[src/rtl/microwave_ctrl_p_if.sv]
// Signal bundle between the microwave controller and its keypad/buttons/display.
// The controller uses the slave modport; whoever drives the buttons uses master.
interface microwave_ctrl_p_if #(
  parameter int DIGITS = 4
);
  logic [9:0]          keypad;
  logic [3:0]          power_level;
  logic                startn;
  logic                stopn;
  logic                clearn;
  logic                door_closed;
  logic [4*DIGITS-1:0] time_bcd;
  logic                mag_on;
  logic                cooking;
  logic                paused;
  logic                beep;
  logic [1:0]          state_dbg;

  modport master (
    output keypad, power_level, startn, stopn, clearn, door_closed,
    input  time_bcd, mag_on, cooking, paused, beep, state_dbg
  );

  modport slave (
    input  keypad, power_level, startn, stopn, clearn, door_closed,
    output time_bcd, mag_on, cooking, paused, beep, state_dbg
  );
endinterface

[src/rtl/microwave_ctrl_p.sv]
// Microwave controller: keypad time entry, BCD min:sec countdown, door-interlocked
// start/stop/clear/pause sequencing, duty-cycled magnetron power and end-of-cook beep.
module microwave_ctrl_p #(
  parameter int DIGITS          = 4,
  parameter int TICK_DIV        = 50_000_000,
  parameter int POWER_LEVELS    = 10,
  parameter int BEEP_TICKS      = 3,
  parameter int QUICK_SECS_TENS = 3
) (
  input  logic             clock,
  input  logic             reset,
  microwave_ctrl_p_if.slave bus
);

  localparam int NW = 4 * DIGITS;
  localparam int TW = (TICK_DIV > 2) ? $clog2(TICK_DIV) : 1;
  localparam int LW = (POWER_LEVELS > 1) ? $clog2(POWER_LEVELS + 1) : 1;
  localparam int BW = (BEEP_TICKS > 1) ? $clog2(BEEP_TICKS + 1) : 1;

  typedef enum logic [1:0] {
    S_IDLE  = 2'd0,
    S_COOK  = 2'd1,
    S_PAUSE = 2'd2,
    S_DONE  = 2'd3
  } state_e;

  state_e          state_q, state_d;
  logic [NW-1:0]   time_q, time_d;
  logic [TW-1:0]   tick_q, tick_d;
  logic [LW-1:0]   phase_q, phase_d;
  logic [LW-1:0]   level_q, level_d;
  logic [BW-1:0]   beep_cnt_q, beep_cnt_d;
  logic            start_prev_q, stop_prev_q, clear_prev_q, key_prev_q;
  logic            mag_q, cooking_q, paused_q, beep_q;

  logic            start_p, stop_p, clear_p, key_p;
  logic [3:0]      key_digit;
  logic            tick_wrap;
  logic [NW-1:0]   time_dec;
  logic [NW-1:0]   quick_time;
  logic [LW-1:0]   level_req;
  logic [LW-1:0]   phase_next;

  // Seconds tens borrow to 5, every other digit to 9; entries like 1:75 just count down.
  function automatic logic [NW-1:0] bcd_dec(input logic [NW-1:0] t);
    logic [NW-1:0] r;
    logic          borrow;
    r      = t;
    borrow = 1'b1;
    for (int i = 0; i < DIGITS; i++) begin
      if (borrow) begin
        if (t[4*i +: 4] == 4'd0) begin
          r[4*i +: 4] = (i == 1) ? 4'd5 : 4'd9;
        end else begin
          r[4*i +: 4] = t[4*i +: 4] - 4'd1;
          borrow      = 1'b0;
        end
      end
    end
    return r;
  endfunction

  always_comb begin
    key_digit = 4'd0;
    for (int i = 9; i >= 0; i--) begin
      if (bus.keypad[i]) key_digit = 4'(i);
    end
  end

  assign start_p    = start_prev_q & ~bus.startn;
  assign stop_p     = stop_prev_q  & ~bus.stopn;
  assign clear_p    = clear_prev_q & ~bus.clearn;
  assign key_p      = (|bus.keypad) & ~key_prev_q;
  assign tick_wrap  = (tick_q == TW'(TICK_DIV - 1));
  assign time_dec   = bcd_dec(time_q);
  assign level_req  = (int'(bus.power_level) > POWER_LEVELS) ? LW'(POWER_LEVELS)
                                                            : LW'(bus.power_level);
  assign phase_next = (phase_q == LW'(POWER_LEVELS - 1)) ? '0 : phase_q + LW'(1);

  always_comb begin
    quick_time      = '0;
    quick_time[7:4] = 4'(QUICK_SECS_TENS);
  end

  always_comb begin
    state_d    = state_q;
    time_d     = time_q;
    tick_d     = tick_q;
    phase_d    = phase_q;
    level_d    = level_q;
    beep_cnt_d = beep_cnt_q;
    case (state_q)
      S_IDLE: begin
        if (clear_p || stop_p) begin
          time_d = '0;
        end else if (start_p && bus.door_closed) begin
          tick_d  = '0;
          phase_d = '0;
          state_d = S_COOK;
          if (time_q == '0) begin
            time_d  = quick_time;
            level_d = LW'(POWER_LEVELS);
          end else begin
            level_d = level_req;
          end
        end else if (key_p) begin
          time_d = {time_q[NW-5:0], key_digit};
        end
      end
      S_COOK: begin
        if (clear_p) begin
          time_d  = '0;
          state_d = S_IDLE;
        end else if (stop_p || !bus.door_closed) begin
          state_d = S_PAUSE;
        end else if (tick_wrap) begin
          tick_d  = '0;
          time_d  = time_dec;
          phase_d = phase_next;
          if (time_dec == '0) begin
            beep_cnt_d = '0;
            state_d    = S_DONE;
          end
        end else begin
          tick_d = tick_q + TW'(1);
        end
      end
      S_PAUSE: begin
        if (clear_p || stop_p) begin
          time_d  = '0;
          state_d = S_IDLE;
        end else if (start_p && bus.door_closed) begin
          state_d = S_COOK;
        end
      end
      S_DONE: begin
        if (clear_p || stop_p || key_p) begin
          time_d  = '0;
          state_d = S_IDLE;
        end else if (tick_wrap) begin
          tick_d = '0;
          if (beep_cnt_q == BW'(BEEP_TICKS - 1)) begin
            time_d  = '0;
            state_d = S_IDLE;
          end else begin
            beep_cnt_d = beep_cnt_q + BW'(1);
          end
        end else begin
          tick_d = tick_q + TW'(1);
        end
      end
      default: state_d = S_IDLE;
    endcase
  end

  // Outputs are derived from next-state values so they switch on the same edge as the state.
  always_ff @(posedge clock) begin
    if (reset) begin
      state_q      <= S_IDLE;
      time_q       <= '0;
      tick_q       <= '0;
      phase_q      <= '0;
      level_q      <= '0;
      beep_cnt_q   <= '0;
      start_prev_q <= 1'b1;
      stop_prev_q  <= 1'b1;
      clear_prev_q <= 1'b1;
      key_prev_q   <= 1'b0;
      mag_q        <= 1'b0;
      cooking_q    <= 1'b0;
      paused_q     <= 1'b0;
      beep_q       <= 1'b0;
    end else begin
      state_q      <= state_d;
      time_q       <= time_d;
      tick_q       <= tick_d;
      phase_q      <= phase_d;
      level_q      <= level_d;
      beep_cnt_q   <= beep_cnt_d;
      start_prev_q <= bus.startn;
      stop_prev_q  <= bus.stopn;
      clear_prev_q <= bus.clearn;
      key_prev_q   <= |bus.keypad;
      mag_q        <= (state_d == S_COOK) && (phase_d < level_d) && bus.door_closed;
      cooking_q    <= (state_d == S_COOK);
      paused_q     <= (state_d == S_PAUSE);
      beep_q       <= (state_d == S_DONE);
    end
  end

  assign bus.time_bcd  = time_q;
  assign bus.mag_on    = mag_q;
  assign bus.cooking   = cooking_q;
  assign bus.paused    = paused_q;
  assign bus.beep      = beep_q;
  assign bus.state_dbg = state_q;

endmodule

[src/flat_wrapper.sv]
// flat-port wrapper written by rule: the top's interface ports become plain ports
module microwave_ctrl_p_flat 
#(
  parameter int DIGITS          = 4,
  parameter int TICK_DIV        = 50_000_000,
  parameter int POWER_LEVELS    = 10,
  parameter int BEEP_TICKS      = 3,
  parameter int QUICK_SECS_TENS = 3
)
  (clock, reset, bus_keypad, bus_power_level, bus_startn, bus_stopn, bus_clearn, bus_door_closed, bus_time_bcd, bus_mag_on, bus_cooking, bus_paused, bus_beep, bus_state_dbg);
  microwave_ctrl_p_if #(.DIGITS(DIGITS)) bus_i ();
  input  logic clock;
  input  logic reset;
  input wire logic [$bits(bus_i.keypad)-1:0] bus_keypad;
  input wire logic [$bits(bus_i.power_level)-1:0] bus_power_level;
  input wire logic [$bits(bus_i.startn)-1:0] bus_startn;
  input wire logic [$bits(bus_i.stopn)-1:0] bus_stopn;
  input wire logic [$bits(bus_i.clearn)-1:0] bus_clearn;
  input wire logic [$bits(bus_i.door_closed)-1:0] bus_door_closed;
  output wire logic [$bits(bus_i.time_bcd)-1:0] bus_time_bcd;
  output wire logic [$bits(bus_i.mag_on)-1:0] bus_mag_on;
  output wire logic [$bits(bus_i.cooking)-1:0] bus_cooking;
  output wire logic [$bits(bus_i.paused)-1:0] bus_paused;
  output wire logic [$bits(bus_i.beep)-1:0] bus_beep;
  output wire logic [$bits(bus_i.state_dbg)-1:0] bus_state_dbg;
  assign bus_i.keypad = bus_keypad;
  assign bus_i.power_level = bus_power_level;
  assign bus_i.startn = bus_startn;
  assign bus_i.stopn = bus_stopn;
  assign bus_i.clearn = bus_clearn;
  assign bus_i.door_closed = bus_door_closed;
  assign bus_time_bcd = bus_i.time_bcd;
  assign bus_mag_on = bus_i.mag_on;
  assign bus_cooking = bus_i.cooking;
  assign bus_paused = bus_i.paused;
  assign bus_beep = bus_i.beep;
  assign bus_state_dbg = bus_i.state_dbg;
  microwave_ctrl_p #(.DIGITS(DIGITS), .TICK_DIV(TICK_DIV), .POWER_LEVELS(POWER_LEVELS), .BEEP_TICKS(BEEP_TICKS), .QUICK_SECS_TENS(QUICK_SECS_TENS)) u_core (.clock(clock), .reset(reset), .bus(bus_i));
endmodule
[config.mk]
export PLATFORM = sky130hd
export DESIGN_NAME = microwave_ctrl_p_flat
export DESIGN_NICKNAME = d
export VERILOG_FILES = /design/src/rtl/microwave_ctrl_p_if.sv /design/src/rtl/microwave_ctrl_p.sv /design/src/flat_wrapper.sv
export SDC_FILE = /design/constraint.sdc
export NUM_CORES = 1
export LEC_CHECK = 0
export ABC_AREA = 1
export BUFFER_PORTS_ARGS = -buffer_cell sky130_fd_sc_hd__buf_2
export CORE_MARGIN = 2
export CORE_UTILIZATION = 48
export CTS_BUF_LIST = sky130_fd_sc_hd__clkbuf_4
export DETAILED_ROUTE_END_ITERATION = 12
export MAX_ROUTING_LAYER = met4
export PLACE_DENSITY = 0.67
export SYNTH_ARGS = -nofsm -noshare
export SYNTH_HDL_FRONTEND = slang
export SYNTH_SLANG_ARGS = --single-unit
export TNS_END_PERCENT = 30
[constraint.sdc]
create_clock -name clock -period 2.77 [get_ports clock]
set_clock_uncertainty 0.1 [all_clocks]
set_input_delay 0.4155 -clock clock [delete_from_list [all_inputs] [get_ports clock]]
set_output_delay 0.4155 -clock clock [all_outputs]
set_load 0.02 [all_outputs]
==> flow_summary.yaml, run 1 <==
global_route:
  grt_use_total: 0.2579
  overflow: 0
  grt_first_pass_wirelength_mm: 17.97
  grt_max_degree: 32
  grt_antenna_before_repair: 0
  grt_pass1_vias: 3946
cells_and_area:
  final_util: 0.5472
  finalNetCount: 705
  syn2layout_area_growth_pct: 11.78
  drive_gt1_frac: 0.1437
  antenna_cells: 0
die:
  fp.dieW_um: 94.85
  fp.dieH_um: 94.85
  die_area_sq_um: 8996
  start_util: 0.4895
  core-area_sq_um: 8093
  row_count: 33
  pin_count: 42
synthesis:
  synthCells: 627
  syn_nets: 654
  yosysTopAreaCellShare: 0.3133
  yosysWarnings: 0
  synth-edff-count: 0
  seq_area_frac_synth: 0.3133
  synth_area_leader_cell: "dfxtp_1"
  synth.distinct_cells: 45
  synthArstFlopShare: 0
  synth_area_leaders: "dfxtp_1 31%, nand2_1 13%, nor2_1 9.4%"
  ys.flop_type: "dfxtp_1"
  syn_avg_cell_area_sq_um: 6.318
  ys_ff_latch: 62
  synthesis.area_sq_um: 3961
drt:
  first_pass_iters: 5
  dr.first_iter.drc_count: 200
  drtAntennaViolNets: 0
  via_per_inst: 5.384
  num_vias: 4237
  wl_per_cell_um: 13.30
  route.detailed.drc: 0
  wirelength_mm: 10.47
critical_path:
  worstPathRequired_ps: 3020
  reg2reg_depth: 13
  r2r_slack_ps: 220
  start_kind: "register"
  cp_cell_sequence: "ha_1 > nand2_1 > nor2_2 > nand2_2 > nor2_4 > nand2_2 > nor3_2 > xor2_1 > o22ai_1 > ha_1 > a21oi_1 > nand2_1 > nor2_1"
  path_class: "reg -> reg"
  critPathMaxFanout: 6
  r2r_start: "u_core.tick_q[0]$_SDFFE_PP0P_"
  crit_path_max_incr_delay_ps: 390
  cp.arrival_ps: 2800
  reg2reg_to: "u_core.bus.mag_on$_SDFF_PP0_"
  critPathCaptureType: "register"
  crit_path_top_delay_cell: "dfxtp_1"
sta:
  hold_viol: 0
  finalCritPeriodShare: 0.9205
  worst_pin_slew_ps: 848.3
  setup_tns_ps: 0
  period_needed_ps: 2550
  setup_violations: 0
  fmax_mhz: 392.2
  slew_headroom: 0.4338
  rsz0062_at_grt: "false"
  slew_violations: 0
clock_network:
  path_clk_slew_ps: 110
  post_cts_resize_count: 0
  clk_latency_ps: 410
  h-tree-depth: 3
  cts_setup_buffers: 0
  root_buffer: "clkbuf_4"
  cts_tree: "done"
  cts_hold_buf: 0
  cts_sinks: 62
  cts_buffers: 9
  clockBufferDepth: 2
place:
  routabilityCongestion: 0.9836
  portBuffers: 41
  dp_hpwl_mm: 7.987
worst_hold_path:
  min-delay-start: "bus_clearn"
  whs_path_depth: 3
  hold_end: "u_core.clear_prev_q$_SDFF_PP1_"
  hold_path.class: "in -> reg"
power:
  power-per-cell-area_nw_per_um2: 436.2
  peakVddDrop_v: 0.0001996
  p_leak_nw: 1.911
outcome:
  status: "completed"
run:
  maxCapViolations: 0
## through the flow
step | setup slack [ps] | area [sq um] | hold WS [ps] | power (mW) | std cells
after floorplan | 481.2 | 3961 | 358.3 | 1.311 | 627
after global placement | 264.3 | 4320 | 376.7 | 1.421 | 772
after detailed placement | 194.9 | 4320 | 396.3 | 1.428 | 772
after CTS | 160.9 | 4423 | 74.92 | 1.946 | 787
after global routing | 9.995 | 4428 | 104.8 | 2.037 | 787
final | 220.3 | 4428 | 90.93 | 1.931 | 787
## worst max-delay path by stage
stage | from | slack, ps | cells after the start | to
2_1_floorplan | u_core.tick_q[0]$_SDFFE_PP0P_ | 480 | 14 | u_core.bus.mag_on$_SDFF_PP0_
6_report | u_core.tick_q[0]$_SDFFE_PP0P_ | 220 | 13 | u_core.bus.mag_on$_SDFF_PP0_
4_1_cts | u_core.tick_q[1]$_SDFFE_PP0P_ | 160 | 13 | u_core.bus.mag_on$_SDFF_PP0_
5_1_grt | u_core.tick_q[21]$_SDFFE_PP0P_ | 10 | 13 | u_core.bus.mag_on$_SDFF_PP0_
3_3_place_gp | bus_startn | 260 | 14 | u_core.bus.mag_on$_SDFF_PP0_
3_5_place_dp | u_core.tick_q[1]$_SDFFE_PP0P_ | 190 | 13 | u_core.bus.mag_on$_SDFF_PP0_
## area by class of cell
cell class | instances | area, sq um
clock buffers | 10 | 75.07
clock inverters | 5 | 27.53
fillers | 888 | 3665
inverters | 86 | 322.8
multi-input cells | 466 | 2322
flip-flops and latches | 62 | 1241
well taps | 105 | 131.4
repair buffers | 53 | 307.8
## placed cells by master (no fill, tap or decap), drive strengths merged
cell | Yosys | routed
nand3 | 42 | 42
clkinv | 1 | 6
o21ai | 27 | 27
or4 | 1 | 1
xnor2 | 2 | 2
a31oi | 4 | 4
nand4 | 23 | 23
a211oi | 2 | 2
o21a | 1 | 1
nor3 | 31 | 31
o31ai | 1 | 1
nand2 | 148 | 148
and2 | 2 | 2
a41oi | 1 | 1
o32ai | 3 | 3
a21boi | 1 | 1
a32o | 1 | 1
o22ai | 8 | 8
o211ai | 1 | 1
nor4 | 4 | 4
or2 | 3 | 3
xor2 | 8 | 8
a21oi | 37 | 37
clkbuf | 4 | 10
inv | 85 | 85
buf | 9 | 53
dfxtp | 62 | 62
ha | 7 | 7
a22oi | 1 | 1
nor2 | 107 | 107
## power by group
| part | total, mW | switching, mW | leakage (nW) | internal (mW) |
|---|---|---|---|---|
| Clock | 0.522 | 0.338 | 0.0634 | 0.184 |
| Combinational | 0.460 | 0.305 | 1.34 | 0.155 |
| Sequential | 0.950 | 0.0300 | 0.503 | 0.920 |
| Total | 1.93 | 0.673 | 1.91 | 1.26 |
## sequential cells by signal, summed over array words and instances (netlist names)
register	flops
u_core.bus.mag_on	1
u_core.key_prev_q	1
u_core.bus.cooking	1
u_core.phase_q	4
u_core.start_prev_q	1
u_core.bus.state_dbg	2
u_core.level_q	4
u_core.beep_cnt_q	2
u_core.tick_q	26
u_core.bus.paused	1
u_core.bus.time_bcd	16
u_core.bus.beep	1
u_core.stop_prev_q	1
u_core.clear_prev_q	1
## cell families after synthesis
| group | after synthesis | synth area share |
|---|---|---|
| buffers and inverters | 99 | 0.1017 |
| AOI/OAI and AO/OA | 88 | 0.1305 |
| and+or+nand+nor | 361 | 0.4103 |
| xor gates and xnor gates | 10 | 0.02211 |
| adders and majority gates | 7 | 0.02211 |
| DFF | 62 | 0.3133 |
## worst max-delay path, delay by kind of cell, from the launching register on
| kind | cells | cell delay [ps] |
|---|---|---|
| and+or+nand+nor | 8 | 980 |
| AOI/OAI and AO/OA | 2 | 300 |
| adders and majority gates | 2 | 540 |
| DFF | 1 | 390 |
| xor gates and xnor gates | 1 | 170 |
## synth_stat cells (all sizes together) (2+ instances only)
library cell	instances
nor2	107
a31oi	4
o32ai	3
dfxtp	62
nand2	148
a211oi	2
o21ai	27
xnor2	2
and2	2
nand3	42
a21oi	37
ha	7
inv	85
nor4	4
nor3	31
or2	3
clkbuf	4
buf	9
nand4	23
o22ai	8
xor2	8
## routing by layer
metal	vias up	global-route usage	routed length [um]
li1	2156	-	-
met1	1925	0.3341	4839
met4	0	0.09903	235
met5	-	-	0
met3	23	0.03272	523
met2	133	0.4102	4871
No activity file was read; power rests on OpenSTA's default activity.
==> inputs of run 2 (changes only) <==
--- a/config.mk
+++ b/config.mk
@@ -7,12 +7,14 @@
 export LEC_CHECK = 0
 export ABC_AREA = 1
 export BUFFER_PORTS_ARGS = -buffer_cell sky130_fd_sc_hd__buf_2
+export CELL_PAD_IN_SITES_DETAIL_PLACEMENT = 0
+export CELL_PAD_IN_SITES_GLOBAL_PLACEMENT = 1
 export CORE_MARGIN = 2
-export CORE_UTILIZATION = 48
+export CORE_UTILIZATION = 43
 export CTS_BUF_LIST = sky130_fd_sc_hd__clkbuf_4
 export DETAILED_ROUTE_END_ITERATION = 12
 export MAX_ROUTING_LAYER = met4
-export PLACE_DENSITY = 0.67
+export PLACE_DENSITY_LB_ADDON = 0.1
 export SYNTH_ARGS = -nofsm -noshare
 export SYNTH_HDL_FRONTEND = slang
 export SYNTH_SLANG_ARGS = --single-unit
==> flow_summary.yaml, run 2 (synthesis gave the netlist of run 1 again) <==
outcome:
  status: "completed"
sta:
  setup_violations: 0
  finalCritPeriodShare: 0.9046
  hold_viol: 0
  rsz0062_at_grt: "false"
  worst_pin_slew_ps: 855.8
  setup_tns_ps: 0
  period_needed_ps: 2506
  hold_slack_ps: 75.29
  slew_violations: 0
  fmax_mhz: 399.1
  slew_headroom: 0.4288
  setup_slack_ps: 264.2
power:
  power_mw: 2.048
  p_seq_frac: 0.465
  p_leak_nw: 1.923
  peakVddDrop_v: 0.0002294
  power-per-cell-area_nw_per_um2: 458.2
  clockPowerShare: 0.311
  p_int_mw: 1.342
  p_comb_frac: 0.225
  netSwitchingPower_mw: 0.7064
  switching_share: 0.3449
global_route:
  grt_antenna_before_repair: 0
  grt_busiest_layer: "met2"
  use_met2: 0.4033
  grt_max_degree: 31
  grt_pass1_vias: 4062
  grt_use_met3: 0.05292
  grt_first_pass_wirelength_mm: 18.82
  overflow: 0
  grt_util_met1: 0.2918
  grt_use_total: 0.2401
drt:
  via_per_inst: 5.235
  wl_per_cell_um: 13.84
  first_pass_iters: 6
  route.detailed.drc: 0
  dr.first_iter.drc_count: 170
  wirelength_mm: 11.00
  drtAntennaViolNets: 0
  num_vias: 4162
critical_path:
  path_class: "reg -> reg"
  reg2reg_to: "u_core.bus.mag_on$_SDFF_PP0_"
  critPathMaxFanout: 6
  path_depth: 14
  worstPathRequired_ps: 3050
  crit_path_max_incr_delay_ps: 440
  crit_path_end: "u_core.bus.mag_on$_SDFF_PP0_"
  timing.critical_path.from: "u_core.tick_q[0]$_SDFFE_PP0P_"
  crit_path_top_delay_cell: "or4_1"
  reg2reg_depth: 14
  r2r_slack_ps: 260
  critPathCaptureType: "register"
  r2r_start: "u_core.tick_q[0]$_SDFFE_PP0P_"
  critPathBufInv: 0
  cp_cell_sequence: "ha_1 > nand2_1 > nor2_2 > nand2_2 > nor2_4 > nand3_1 > or4_1 > nand2_1 > ha_1 > nand2_1 > nand2_1 > nand2_1 > nand2_1 > nor2_1"
  path_delay_family: "simple AND/OR/NAND/NOR gates"
  cp_common_cell: "nand2_1"
  start_kind: "register"
  cp.arrival_ps: 2790
place:
  portBuffers: 41
  routabilityCongestion: 0.9250
  pre_cts_slack_ps: 123.2
  dp_hpwl_mm: 8.397
worst_hold_path:
  hold_path.class: "in -> reg"
  min-delay-start: "bus_startn"
die:
  fp.dieW_um: 99.98
  row_count: 35
  die_area_sq_um: 9996
  fp.dieH_um: 99.98
  start_util: 0.4349
  core-area_sq_um: 9109
  pin_count: 42
cells_and_area:
  drive_gt1_frac: 0.1491
  layout_commonest_cell: "nand2_1"
  multi_input_area_sq_um: 2332
  finalNetCount: 706
  antenna_cells: 0
  layout_common_cells: "141 x nand2_1, 97 x nor2_1, 80 x inv_1, 62 x dfxtp_1"
  largest-register: "u_core.tick_q"
  n_fill_cell: 993
  final_util: 0.4908
  largest_register_ffs: 26
  syn2layout_area_growth_pct: 12.86
  regArea_sq_um: 1241
clock_network:
  cts_sinks: 62
  cts_buffers: 9
  clockBufferDepth: 2
  cts_setup_buffers: 0
  path_clk_slew_ps: 130
  clk_latency_ps: 430
  cts_tree: "done"
  root_buffer: "clkbuf_4"
  post_cts_resize_count: 0
  cts_hold_buf: 0
  h-tree-depth: 3
run:
  maxCapViolations: 0
==> run 2: cell types whose count changed in the layout (fill, tap and decap cells not counted), sizes merged <==
cell	before	now
clkinvlp	0	1
buf	53	54
clkbuf	10	9
bufinv	0	1
==> run 2: how the worst min path moves through the flow <==
stage                                        end  slack (ps)  depth (start not counted)
4_1_cts           u_core.start_prev_q$_SDFF_PP1_          60                          3
6_report          u_core.start_prev_q$_SDFF_PP1_          80                          3
2_1_floorplan  u_core.beep_cnt_q[1]$_SDFFE_PP0P_         360                          2
5_1_grt           u_core.start_prev_q$_SDFF_PP1_          50                          3
3_3_place_gp   u_core.beep_cnt_q[1]$_SDFFE_PP0P_         370                          2
3_5_place_dp       u_core.tick_q[0]$_SDFFE_PP0P_         400                          2
==> run 2: cell type report <==
type / instances / area share
Sequential cell: 62 / 0.2776
Clock inverter: 7 / 0.01455
Clock buffer: 9 / 0.01511
Tap cell: 111 / 0.03107
Multi-Input combinational cell: 466 / 0.5217
Inverter: 86 / 0.07221
Timing Repair Buffer: 54 / 0.06773
==> run 2: power by group through the flow <==
stage | logic (mW) | registers [mW] | clock network, mW
finish | 0.461 | 0.952 | 0.636
CTS | 0.461 | 0.951 | 0.653
global placement | 0.458 | 0.971 | 0
detailed placement | 0.460 | 0.971 | 0
floorplan | 0.319 | 0.992 | 0
global route | 0.522 | 0.957 | 0.696
==> run 2: worst reg2reg max path: stages, from the launching register on <==
cell     delay [ps]
dfxtp_1         410
ha_1            220
nand2_1         100
nor2_2          180
nand2_2         130
nor2_4          190
nand3_1         130
or4_1           440
nand2_1          80
ha_1            220
nand2_1          60
nand2_1          40
nand2_1          50
nand2_1          40
nor2_1           70
==> run 2: routing by layer <==
layer  vias to the layer above  share of wire
met2                       100           0.48
li1                       2154              -
met4                         0          0.019
met1                      1888           0.46
met3                        20          0.039
met5                         -              0
==> run 2: stage by stage <==
step                cells  instance area (sq um)
global route          795                   4471
floorplan             627                   3961
CTS                   795                   4456
finish                795                   4471
global placement      779                   4323
detailed placement    779                   4323
==> inputs of run 3 (changes only) <==
--- a/config.mk
+++ b/config.mk
@@ -11,7 +11,7 @@
 export CELL_PAD_IN_SITES_GLOBAL_PLACEMENT = 1
 export CORE_MARGIN = 2
 export CORE_UTILIZATION = 43
-export CTS_BUF_LIST = sky130_fd_sc_hd__clkbuf_4
+export CTS_BUF_LIST = sky130_fd_sc_hd__clkbuf_2 sky130_fd_sc_hd__clkbuf_4 sky130_fd_sc_hd__clkbuf_8
 export DETAILED_ROUTE_END_ITERATION = 12
 export MAX_ROUTING_LAYER = met4
 export PLACE_DENSITY_LB_ADDON = 0.1
==> constraint.sdc (replaced) <==
create_clock -name clock -period 2.7 [get_ports clock]
set_clock_uncertainty 0.1 [all_clocks]
set_input_delay 0.405 -clock clock [delete_from_list [all_inputs] [get_ports clock]]
set_output_delay 0.405 -clock clock [all_outputs]
set_load 0.02 [all_outputs]
==> flow_summary.yaml, run 3 (synthesis gave the netlist of run 1 again) <==
cells_and_area:
  layout_commonest_cell: "nand2_1"
  regArea_sq_um: 1241
  design_area_sq_um: 4631
  n_fill_cell: 932
  finalNetCount: 711
  antenna_cells: 0
  final_util: 0.5084
  layout_common_cells: "141 x nand2_1, 98 x nor2_1, 80 x inv_1, 62 x dfxtp_1"
  largest-register: "u_core.tick_q"
  multi_input_area_sq_um: 2335
  largest_register_ffs: 26
  finalNonFillerCells: 800
  drive_gt1_frac: 0.1553
  syn2layout_area_growth_pct: 16.90
drt:
  dr.first_iter.drc_count: 204
  wl_per_cell_um: 13.65
  first_pass_iters: 4
  via_per_inst: 5.238
  wirelength_mm: 10.92
  drtAntennaViolNets: 0
  route.detailed.drc: 0
  num_vias: 4190
sta:
  slew_violations: 0
  fmax_mhz: 401.3
  hold_viol: 0
  worst_pin_slew_ps: 478.8
  setup_violations: 0
  finalCritPeriodShare: 0.9230
  setup_tns_ps: 0
  slew_headroom: 0.6784
  period_needed_ps: 2492
critical_path:
  worstPathRequired_ps: 2880
  cp_cell_sequence: "nand2_1 > nor2_2 > nand3_1 > nor2_4 > nand2_2 > nor3_2 > xor2_1 > o22ai_1 > ha_1 > a21oi_1 > nand2_1 > nor2_1"
  cp_common_cell: "nand2_1"
  crit_path_max_incr_delay_ps: 430
  path_class: "reg -> reg"
  start_kind: "register"
  crit_path_top_delay_cell: "dfxtp_1"
  cp.arrival_ps: 2670
  critPathCaptureType: "register"
  critPathMaxFanout: 6
place:
  portBuffers: 41
  dp.cells: 783
  dp_hpwl_mm: 8.378
  dpl-instance-area_sq_um: 4353
  routabilityCongestion: 0.9366
clock_network:
  clockBufferDepth: 2
  cts_sinks: 62
  h-tree-depth: 3
  cts_buffers: 9
  path_clk_slew_ps: 80
  cts_hold_buf: 0
  root_buffer: "clkbuf_8"
  cts_tree: "done"
  clk_latency_ps: 340
die:
  core-area_sq_um: 9109
  row_count: 35
  pin_count: 42
  fp.dieW_um: 99.98
  fp.dieH_um: 99.98
  start_util: 0.4349
  die_area_sq_um: 9996
global_route:
  grt_max_degree: 19
  grt_antenna_before_repair: 0
  grt_first_pass_wirelength_mm: 18.37
  grt_pass1_vias: 4041
  overflow: 0
  grt_use_total: 0.2353
power:
  p_leak_nw: 2.004
  peakVddDrop_v: 0.0003008
  power-per-cell-area_nw_per_um2: 532.3
  power_mw: 2.465
outcome:
  status: "completed"
run:
  maxCapViolations: 0
worst_hold_path:
  hold_path.class: "in -> reg"
## run 3: cell count changes in the layout (fill, tap and decap cells not counted)
cell / previous run / this run
clkinv_1: 2 / 1
nor2_4: 2 / 3
buf_4: 13 / 18
clkinvlp_4: 1 / 0
clkinv_4: 1 / 0
clkbuf_4: 9 / 0
clkbuf_8: 0 / 14
nor2_1: 97 / 98
nor2_2: 7 / 5
bufinv_16: 1 / 2
clkinv_2: 3 / 0
## run 3: layer usage
metal / GRT usage / up-vias / share of wire / wire [um]
met5: - / - / 0 / 0
met4: 0.07060 / 0 / 0.016 / 171
met3: 0.04805 / 14 / 0.032 / 352
met2: 0.3997 / 87 / 0.48 / 5294
met1: 0.2820 / 1924 / 0.47 / 5101
li1: - / 2165 / - / -
## run 3: worst paths after layout
| check | from | endpoint | slack, ps | cells after the start |
|---|---|---|---|---|
| max | u_core.tick_q[14]$_SDFFE_PP0P_ | u_core.bus.mag_on$_SDFF_PP0_ | 210 | 12 |
| max reg2reg | u_core.tick_q[14]$_SDFFE_PP0P_ | u_core.bus.mag_on$_SDFF_PP0_ | 210 | 12 |
| min | bus_startn | u_core.start_prev_q$_SDFF_PP1_ | 150 | 3 |
| min reg2reg | u_core.beep_cnt_q[1]$_SDFFE_PP0P_ | u_core.beep_cnt_q[1]$_SDFFE_PP0P_ | 400 | 2 |
## run 3: power breakdown
group          leakage, nW  internal, mW  switching [mW]
sequential           0.503         0.944          0.0319
combinational         1.37         0.160           0.311
clock                0.129         0.647           0.371
## run 3: final cells by class
| cell class | count | share of cell area |
|---|---|---|
| Multi-Input combinational cell | 466 | 0.5042 |
| Sequential cell | 62 | 0.2680 |
| Inverter | 86 | 0.06971 |
| Tap cell | 111 | 0.02999 |
| Clock buffer | 14 | 0.04161 |
| Clock inverter | 2 | 0.01297 |
| Timing Repair Buffer | 59 | 0.07349 |
## run 3: worst max-delay path, delay by kind of cell, from the launching register on
family	cells	cell delay, ps
AO/OA/AOI/OAI	2	270
flip-flops	1	430
adder cells (fa/ha/maj)	1	330
XOR/XNOR	1	170
AND/OR/NAND/NOR	8	1140
## run 3: through the flow
step,hold slack [ps],worst slack [ps]
2_1_floorplan,358.3,411.2
3_3_place_gp,374.6,46.44
3_5_place_dp,393.1,52.31
4_1_cts,133.2,92.97
5_1_grt,147.8,-26.08
6_report,148.3,207.8
## run 3: what timing repair did
action / in CTS / in global routing
gates resized for setup: 0 / 4
buffers inserted: 0 / 1
endpoints found under the setup margin: 0 / 1
